**src/rtl/datapath_unit.sv**
```systemverilog
// datapath_unit: processor datapath driven by controller_fsm.
// Holds PC, IR, a 16-entry register file, the accumulator, the ALU and the C flag.
// Instructions are 8 bits: [7:4] opcode, [3:0] register index or immediate.
// Optional build macro DATAPATH_R0_ZERO_EN: when defined, R0 reads as zero on
// every path and writes to R0 are dropped. When undefined, R0 is an ordinary register.
module datapath_unit #(
    parameter int DATA_W = 8,
    parameter int ADDR_W = 8
) (
    input  logic              Clk,
    input  logic              reset,
    input  logic              LoadIR,
    input  logic              IncPC,
    input  logic              SelPC,
    input  logic              LoadPC,
    input  logic              LoadReg,
    input  logic              LoadAcc,
    input  logic [1:0]        SelAcc,
    input  logic [3:0]        SelALU,
    input  logic [7:0]        InstrData,
    output logic [ADDR_W-1:0] InstrAddr,
    output logic [3:0]        Opcode,
    output logic              Z,
    output logic              C,
    output logic [DATA_W-1:0] AccOut
);

    // ALU operation encodings; they match the instruction opcodes
    localparam logic [3:0] OP_ADD  = 4'b0001;
    localparam logic [3:0] OP_SUB  = 4'b0010;
    localparam logic [3:0] OP_NOR  = 4'b0011;
    localparam logic [3:0] OP_SHFL = 4'b1011;
    localparam logic [3:0] OP_SHFR = 4'b1100;

    // Accumulator source select
    typedef enum logic [1:0] {
        ACC_ALU  = 2'b00,
        ACC_REG  = 2'b01,
        ACC_IMM  = 2'b10,
        ACC_HOLD = 2'b11
    } accSel_t;

    logic [ADDR_W-1:0] pcReg;
    logic [7:0]        irReg;
    logic [DATA_W-1:0] accReg;
    logic              cFlag;
    logic [DATA_W-1:0] regFile [16];

    logic [3:0]        regIdx;
    logic [DATA_W-1:0] regRead;
    logic              regWriteEn;
    logic [DATA_W-1:0] immData;
    logic [ADDR_W-1:0] pcNext;

    logic [DATA_W-1:0] aluResult;
    logic              aluCarry;
    logic [DATA_W:0]   addSum;

    assign regIdx  = irReg[3:0];
    assign immData = DATA_W'(regIdx);

`ifdef DATAPATH_R0_ZERO_EN
    // R0 is hardwired to zero: reads return 0 and writes are discarded
    assign regRead    = (regIdx == 4'd0) ? '0 : regFile[regIdx];
    assign regWriteEn = LoadReg && (regIdx != 4'd0);
`else
    assign regRead    = regFile[regIdx];
    assign regWriteEn = LoadReg;
`endif

    // PC load source: immediate field or low bits of the indexed register
    assign pcNext = SelPC ? ADDR_W'(regIdx) : ADDR_W'(regRead);

    assign addSum = {1'b0, regRead} + {1'b0, accReg};

    // ALU: A = indexed register, B = accumulator
    always_comb begin
        // NOTE: defaults first so every path assigns both outputs and no latch is inferred
        aluResult = accReg;
        aluCarry  = cFlag;
        case (SelALU)
            OP_ADD: begin
                aluResult = addSum[DATA_W-1:0];
                aluCarry  = addSum[DATA_W];
            end
            OP_SUB: begin
                aluResult = regRead - accReg;
                aluCarry  = (regRead < accReg);
            end
            OP_NOR: begin
                aluResult = ~(regRead | accReg);
                aluCarry  = 1'b0;
            end
            OP_SHFR: begin
                aluResult = accReg >> 1;
                aluCarry  = accReg[0];
            end
            OP_SHFL: begin
                aluResult = accReg << 1;
                aluCarry  = accReg[DATA_W-1];
            end
            default: begin
                aluResult = accReg;
                aluCarry  = cFlag;
            end
        endcase
    end

    // Program counter: load has priority over increment; increment wraps naturally
    always_ff @(posedge Clk or posedge reset) begin
        // NOTE: non-blocking assignments so every same-edge reader sees pre-edge state
        if (reset) begin
            pcReg <= '0;
        end else if (LoadPC) begin
            pcReg <= pcNext;
        end else if (IncPC) begin
            pcReg <= pcReg + ADDR_W'(1);
        end
    end

    // Instruction register: captures memory data addressed by the pre-edge PC
    always_ff @(posedge Clk or posedge reset) begin
        if (reset) begin
            irReg <= '0;
        end else if (LoadIR) begin
            irReg <= InstrData;
        end
    end

    // Accumulator and carry flag; carry only follows the ALU path
    always_ff @(posedge Clk or posedge reset) begin
        if (reset) begin
            accReg <= '0;
            cFlag  <= 1'b0;
        end else if (LoadAcc) begin
            case (accSel_t'(SelAcc))
                ACC_ALU: begin
                    accReg <= aluResult;
                    cFlag  <= aluCarry;
                end
                ACC_REG:  accReg <= regRead;
                ACC_IMM:  accReg <= immData;
                ACC_HOLD: accReg <= accReg;
                default:  accReg <= accReg;
            endcase
        end
    end

    // Register file write: always stores the pre-edge accumulator
    always_ff @(posedge Clk or posedge reset) begin
        // NOTE: the register file is cleared by reset, so it maps to flops rather than a RAM macro
        if (reset) begin
            for (int i = 0; i < 16; i++) begin
                regFile[i] <= '0;
            end
        end else if (regWriteEn) begin
            regFile[regIdx] <= accReg;
        end
    end

    assign InstrAddr = pcReg;
    assign Opcode    = irReg[7:4];
    assign Z         = (accReg == '0);
    assign C         = cFlag;
    assign AccOut    = accReg;

endmodule
```
**config.mk**
```make
export PLATFORM = sky130hd
export DESIGN_NAME = datapath_unit
export DESIGN_NICKNAME = d
export VERILOG_FILES = /design/src/rtl/datapath_unit.sv
export SDC_FILE = /design/constraint.sdc
export NUM_CORES = 1
export LEC_CHECK = 0
export CORE_MARGIN = 2
export CORE_UTILIZATION = 35
export CTS_BUF_LIST = sky130_fd_sc_hd__clkbuf_4 sky130_fd_sc_hd__clkbuf_8 sky130_fd_sc_hd__clkbuf_16
export CTS_CLUSTER_DIAMETER = 40
export CTS_CLUSTER_SIZE = 24
export DETAILED_ROUTE_END_ITERATION = 12
export HOLD_SLACK_MARGIN = 0.15
export PLACE_DENSITY_LB_ADDON = 0.15
export RECOVER_POWER = 50
export SLEW_MARGIN = 25
export SYNTH_ARGS = -nofsm -noshare
export SYNTH_HDL_FRONTEND = slang
export SYNTH_SLANG_ARGS = --single-unit
```
**constraint.sdc**
```tcl
create_clock -name Clk -period 5.9 [get_ports Clk]
set_input_delay 1.18 -clock Clk [delete_from_list [all_inputs] [get_ports Clk]]
set_output_delay 1.18 -clock Clk [all_outputs]
set_load 0.03 [all_outputs]
```
==> results.tsv, run 1 <==
stage	metric	value	unit
logic_synthesis	post-synthesis sequential area ratio	46.2	%
worst_setup_path	crit path DAT	4650	ps
global_routing	initial antenna violation count	0	
clocking	post_cts resized	0	
logic_synthesis	top cell type by total area after synthesis	dfrtp_1	
logic_synthesis	Post-synth EDFFs	0	
global_routing	total track usage	19.1	%
route	Via density	5.35	
sta	Setup TNS Final	0	ps
finish	Non-Filler Instances	1054	
logic_synthesis	Main synth FF type	dfrtp_1	
clocking	root buffer selected by CTS	clkbuf_16	
sta	final setup vio count	0	
power	clock power share	22.3	%
power	switching power	1.89	mW
floorplanning	die width	158	µm
floorplanning	Core Area	23300	µm²
min_path	worst hold stages	2	
route	antenna-violating nets left	0	
route	drt drc	0	
power	pwr dens	524	nW/µm²
logic_synthesis	synth cell count leaders	dfrtp_1, mux2_2, nand2_1	
job	max_cap viols	2	
status	status	finished, violations left	
route	initial DRC count	311	
clocking	Worst-path clk slew	70	ps
worst_setup_path	worst r2r path cells	10	
placed_design	Placed Area	8930	µm²
logic_synthesis	simple-gate share of the synthesized area	8.74	%
clocking	# H-tree levels	4	
placed_design	gpl congestion	0.883	
logic_synthesis	Synth warnings	0	
worst_setup_path	Startpoint Class	register	
finish	share of cells above drive strength 1	23.7	%
worst_setup_path	worst reg2reg setup slack	1540	ps
logic_synthesis	Synth async-reset ratio	100	%
floorplanning	num rows	56	
route	via count	5641	
global_routing	largest net degree at the start of global routing	97	
sta	worst slew pin tran	1640	ps
logic_synthesis	Synth area leaders	dfrtp_1, mux2_2, mux4_2	
power	VDD IR max	0.000181	V
clocking	# clock sinks	153	
logic_synthesis	adder-cell share of the synthesized area	5.13	%
logic_synthesis	post-synth cell types	64	
power	Internal	3.09	mW
finish	Design Area, Final	9510	µm²
placed_design	DP Wirelength	15.6	mm
finish	# diodes	0	
finish	Layout Nets	776	
logic_synthesis	synthesized flop and latch total	153	
logic_synthesis	count leader, synth	dfrtp_1	
sta	Layout Skew	16.3	ps
sta	period utilization	73.8	%
sta	unrepaired setup endpoints after global routing	false	
worst_setup_path	Max FO, Critical Path	12	
floorplanning	Die ar.	24900	µm²
route	final wirelength	22.5	mm
clocking	Post-CTS Setup Repair Bufs	0	
logic_synthesis	post-synthesis xor/xnor area fraction	1.16	%
placed_design	placed cells	1022	
logic_synthesis	Compound-Gate Fraction of Synth Area	9.31	%
sta	Fin. Hold Viols	0	
sta	Tmin final	4360	ps
clocking	worst skew pair latency	430	ps
power	part of the power in registers	38.6	%
logic_synthesis	Post-Syn Nets	753	
worst_setup_path	Req. time, crit path	6190	ps
logic_synthesis	average size of a mapped cell	11.9	µm²
worst_setup_path	CP Class	register to register	
logic_synthesis	area of the mapped netlist	8290	µm²
global_routing	first-pass GRT wire length	35.1	mm
worst_setup_path	Crit. End Element	register	
finish	P&R area growth vs syn	14.7	%
sta	max-slew headroom at the worst pin	-9.52	%
clocking	CTS tree	done	
status	failing checks	capacitance limit, slew limit	
global_routing	Overflow after GRT	0	
power	Logic pwr share	39.1	%
clocking	Post-CTS Hold Fix Bufs	0	
route	wire per inst	21.4	µm
floorplanning	I/O pins	44	
placed_design	Place WS	1540	ps
floorplanning	Initial Util	35.5	%
logic_synthesis	share of the synthesized area in the top cell type	46.2	%
min_path	HP Class	register to register	
sta	Slew Viols, Final	61	
logic_synthesis	multiplexer share of the synthesized area	25.0	%
finish	post-route core utilization	40.7	%
sta	setup slack after layout	1540	ps
floorplanning	Chip Height	158	µm
route	DR pass1 iterations	5	
power	Sw Share	37.9	%
logic_synthesis	largest family of logic cells by synthesized area	multiplexers	
clocking	Num CTS Buffers	17	
placed_design	PortBufs	43	
clocking	clock buffer depth	2	
power	Leak	4.03	nW
global_routing	vias in the first global route	5875	
logic_synthesis	Mapped Cells	699	
sta	Fmax	230	MHz
[logic make-up after synthesis]
group | count (synthesis)
flops | 153
simple gates | 152
mux | 148
compound gates | 127
buf+inv | 75
fa+ha+maj | 33
xor+xnor | 11
[final timing paths]
path                                      start                      end
min reg2reg                       C$_DFFE_PP0P_            C$_DFFE_PP0P_
max                        irReg[2]$_DFFE_PP0P_            C$_DFFE_PP0P_
max in group asynchronous                 reset     irReg[1]$_DFFE_PP0P_
max reg2reg                irReg[2]$_DFFE_PP0P_            C$_DFFE_PP0P_
min in group asynchronous                 reset  regFile[82]$_DFFE_PP0P_
min                               C$_DFFE_PP0P_            C$_DFFE_PP0P_
[placed cells by master, fill, tap and decap left out, drive strengths merged, types with 5 or more instances in the layout]
cell type | netlist | final
mux2 | 93 | 93
nand2b | 10 | 10
nand2 | 72 | 72
dfrtp | 153 | 153
ha | 30 | 30
nor2 | 33 | 33
mux2i | 19 | 19
clkbuf | 23 | 22
a21oi | 20 | 20
nor2b | 6 | 6
mux4 | 36 | 36
clkinv | 5 | 7
nand3 | 8 | 8
xnor2 | 6 | 6
o22ai | 9 | 9
o21ai | 60 | 60
clkdlybuf4s50 | 0 | 41
xor2 | 5 | 5
inv | 24 | 30
[routing by layer]
metal / GRT usage (%) / wire (µm) / vias up / share of wire (%)
met5: 0 / 0 / - / 0
met4: 6.80 / 523 / 0 / 2.3
met3: 2.41 / 597 / 39 / 2.7
met2: 31.1 / 10900 / 125 / 48
met1: 26.2 / 10500 / 2894 / 47
li1: - / - / 2583 / -
[registers in the layout, indices dropped and copies added (netlist names)]
| signal | flops |
|---|---|
| AccOut | 8 |
| irReg | 8 |
| regFile | 128 |
| C | 1 |
| InstrAddr | 8 |
[metrics by stage]
step,power [mW],hold WS (ps)
global placement,3.83,456
CTS,5.01,480
floorplan,3.25,442
detailed placement,3.89,465
finish,4.98,473
global route,5.32,504
[power groups by stage]
stage / clock (mW) / sequential, mW / combinational (mW)
after global placement: 0 / 1.93 / 1.91
final: 1.11 / 1.92 / 1.95
after CTS: 1.13 / 1.92 / 1.96
after floorplan: 0 / 1.81 / 1.44
after detailed placement: 0 / 1.94 / 1.95
after global routing: 1.18 / 1.99 / 2.15
[worst max-delay path, cell delays in order, from the launching register on]
cell	delay, ps
dfrtp_1	780
clkbuf_1	690
mux4_2	650
ha_1	240
fa_1	390
nor2b_1	170
o21a_1	200
o211ai_1	330
a21oi_1	110
a2111oi_0	540
o31ai_1	110
[final cells by class]
cell class	instances	area [µm²]
clock buffer	18	433
clock inverter	14	163
inverter	29	114
timing repair buffer	50	468
multi-input combinational	471	4100
tap	319	399
fill	2204	13800
sequential	153	3830
Note: power is estimated with default switching activity, not from simulation.
==> inputs of run 2 (changes only) <==
==> constraint.sdc (replaced) <==
create_clock -name Clk -period 3.75 [get_ports Clk]
set_input_delay 0.75 -clock Clk [delete_from_list [all_inputs] [get_ports Clk]]
set_output_delay 0.75 -clock Clk [all_outputs]
set_load 0.03 [all_outputs]
==> run 2 against run 1 <==
The flow still finishes with violations (capacitance limit, slew limit). Sequential share of layout area down 1.6 points. Hold slack better by 0.59 ps. Core utilization up 1.7 points. Clock power up 51%. Global-route usage up 0.42 points. Fmax up 19%. Clock skew down 8.7 ps. Cell area up 4.2%. Critical path type unchanged. Critical endpoint is now AccOut[6]$_DFFE_PP0P_. Highest routed layer unchanged.
==> results.tsv, run 2 (synthesis gave the netlist of run 1 again) <==
stage	metric	value	unit	change
sta	worst hold slack	474	ps	was 473 ps
min_path	hold_sp	regFile[62]$_DFFE_PP0P_		was C$_DFFE_PP0P_
min_path	Hold Path End	regFile[62]$_DFFE_PP0P_		was C$_DFFE_PP0P_
worst_setup_path	Critical R2R Capture	AccOut[6]$_DFFE_PP0P_		was C$_DFFE_PP0P_
clocking	root buffer selected by CTS	clkbuf_16		unchanged
power	VDD IR max	0.000338	V	was 0.000181 V
clocking	Worst-path clk slew	70	ps	about the same
worst_setup_path	Crit. End Element	register		unchanged
route	via count	5820		was 5641
finish	Layout Nets	820		was 776
clocking	Num CTS Buffers	17		unchanged
finish	Multi-input gate area	4150	µm²	was 4100 µm²
route	final wirelength	23.2	mm	was 22.5 mm
finish	max FFs per register	128		unchanged
finish	post-route core utilization	42.5	%	was 40.7%
power	Leak	4.26	nW	was 4.03 nW
power	pwr dens	838	nW/µm²	was 524 nW/µm²
clocking	# clock sinks	153		unchanged
sta	Fmax	273	MHz	was 230 MHz
clocking	# H-tree levels	4		unchanged
status	failing checks	capacitance limit, slew limit		unchanged
worst_setup_path	Startpoint Class	register		unchanged
global_routing	Overflow after GRT	0		unchanged
global_routing	first-pass GRT wire length	35.9	mm	was 35.1 mm
floorplanning	num rows	56		unchanged
route	antenna-violating nets left	0		unchanged
route	Via density	5.30		was 5.35
finish	P&R area growth vs syn	19.5	%	was 14.7%
power	Tot Pwr	8.31	mW	was 4.98 mW
finish	filler cell count	2194		was 2204
route	initial DRC count	423		was 311
sta	worst slew pin tran	1530	ps	was 1640 ps
status	status	finished, violations left		unchanged
clocking	CTS tree	done		unchanged
route	drt drc	0		unchanged
sta	setup slack after layout	90.2	ps	was 1540 ps
route	DR pass1 iterations	4		was 5
clocking	Post-CTS Hold Fix Bufs	0		unchanged
sta	max-slew headroom at the worst pin	-2.29	%	was -9.52%
global_routing	largest net degree at the start of global routing	59		was 97
worst_setup_path	worst r2r path cells	12		was 10
min_path	worst hold stages	2		unchanged
finish	share of cells above drive strength 1	29.8	%	was 23.7%
sta	Fin. Hold Viols	0		unchanged
clocking	worst skew pair latency	420	ps	was 430 ps
placed_design	Place WS	-107	ps	was 1540 ps
worst_setup_path	Req. time, crit path	4050	ps	was 6190 ps
clocking	clock buffer depth	2		unchanged
worst_setup_path	CP Class	register to register		unchanged
finish	# diodes	0		unchanged
job	max_cap viols	1		was 2
sta	Tmin final	3660	ps	was 4360 ps
finish	most common cell after layout, fill and taps aside	dfrtp_1		unchanged
placed_design	gpl congestion	0.912		was 0.883
floorplanning	Core Area	23300	µm²	unchanged
floorplanning	Chip Height	158	µm	unchanged
sta	period utilization	97.6	%	was 73.8%
worst_setup_path	worst reg2reg setup slack	90	ps	was 1540 ps
floorplanning	I/O pins	44		unchanged
global_routing	initial antenna violation count	0		unchanged
sta	Setup TNS Final	0	ps	unchanged
min_path	HP Class	register to register		unchanged
sta	unrepaired setup endpoints after global routing	true		was false
floorplanning	Die ar.	24900	µm²	unchanged
worst_setup_path	Max FO, Critical Path	5		was 12
global_routing	total track usage	19.5	%	was 19.1%
worst_setup_path	reg2reg start	irReg[0]$_DFFE_PP0P_		was irReg[2]$_DFFE_PP0P_
floorplanning	die width	158	µm	unchanged
sta	Layout Skew	7.58	ps	was 16.3 ps
finish	register name with the most flops	regFile		unchanged
route	wire per inst	21.1	µm	was 21.4 µm
global_routing	vias in the first global route	6132		was 5875
finish	sequential cell area	3840	µm²	was 3830 µm²
floorplanning	Initial Util	35.5	%	unchanged
sta	Slew Viols, Final	29		was 61
worst_setup_path	crit path DAT	3960	ps	was 4650 ps
placed_design	DP Wirelength	16.4	mm	was 15.6 mm
finish	commonest non-fill, non-tap cells in the layout	dfrtp_1, mux2_2, nand2_1		unchanged
placed_design	PortBufs	43		unchanged
sta	final setup vio count	0		unchanged
==> run 2: changes by cell type in the layout (fill, tap and decap cells not counted), moves of 3 or more <==
cell,previous run,this run
clkbuf_1,4,1
clkinvlp_4,4,1
inv_6,6,3
clkinv_2,0,4
buf_4,3,44
==> run 2: through the flow <==
stage | cell area [µm²] | instances
detailed placement | 9210 | 1056
CTS | 9830 | 1092
floorplan | 8290 | 699
finish | 9910 | 1098
global route | 9910 | 1098
global placement | 9210 | 1056
==> run 2: critical path: stages (launching register included) <==
cell and delay, ps:
dfrtp_4 500, buf_12 150, buf_4 140, mux4_2 460
mux4_2 570, ha_4 200, o21bai_2 190, a221oi_2 260
buf_4 170, mux2_2 330, a22oi_2 170, a211oi_1 90
a221o_1 300
==> run 2: worst max-delay path by stage <==
stage | from | endpoint | slack, ps | depth (start not counted)
2_1_floorplan | irReg[1]$_DFFE_PP0P_ | AccOut[6]$_DFFE_PP0P_ | 230 | 13
3_3_place_gp | irReg[0]$_DFFE_PP0P_ | AccOut[6]$_DFFE_PP0P_ | -50 | 12
3_5_place_dp | irReg[0]$_DFFE_PP0P_ | AccOut[6]$_DFFE_PP0P_ | -110 | 12
4_1_cts | irReg[0]$_DFFE_PP0P_ | AccOut[5]$_DFFE_PP0P_ | 10 | 12
5_1_grt | irReg[0]$_DFFE_PP0P_ | AccOut[5]$_DFFE_PP0P_ | -30 | 12
6_report | irReg[0]$_DFFE_PP0P_ | AccOut[6]$_DFFE_PP0P_ | 90 | 12
==> run 2: what timing repair did <==
action                                  CTS  global route
buffers inserted                          4             6
endpoints found under the setup margin    4             4
gates resized for setup                   3            19
pin swaps                                 0             6
==> run 2: layer usage <==
| metal | vias up | track usage (%) | part of all wire (%) |
|---|---|---|---|
| met4 | 0 | 7.71 | 3.1 |
| met1 | 2984 | 25.7 | 45 |
| met3 | 37 | 3.12 | 3.3 |
| met2 | 134 | 32.1 | 49 |
| met5 | - | 0 | 0 |
| li1 | 2665 | - | - |
==> run 2: cell type report <==
type,count,area share [%]
Clock buffer,17,4.29
Tap cell,319,4.03
Multi-Input combinational cell,471,41.9
Timing Repair Buffer,94,8.52
Inverter,29,1.11
Clock inverter,15,1.45
Sequential cell,153,38.7
==> run 2: report_power, final <==
| part | total [mW] | internal, mW | switching, mW |
|---|---|---|---|
| Clock | 1.68 | 0.932 | 0.748 |
| Sequential | 2.86 | 2.39 | 0.475 |
| Combinational | 3.76 | 1.84 | 1.93 |
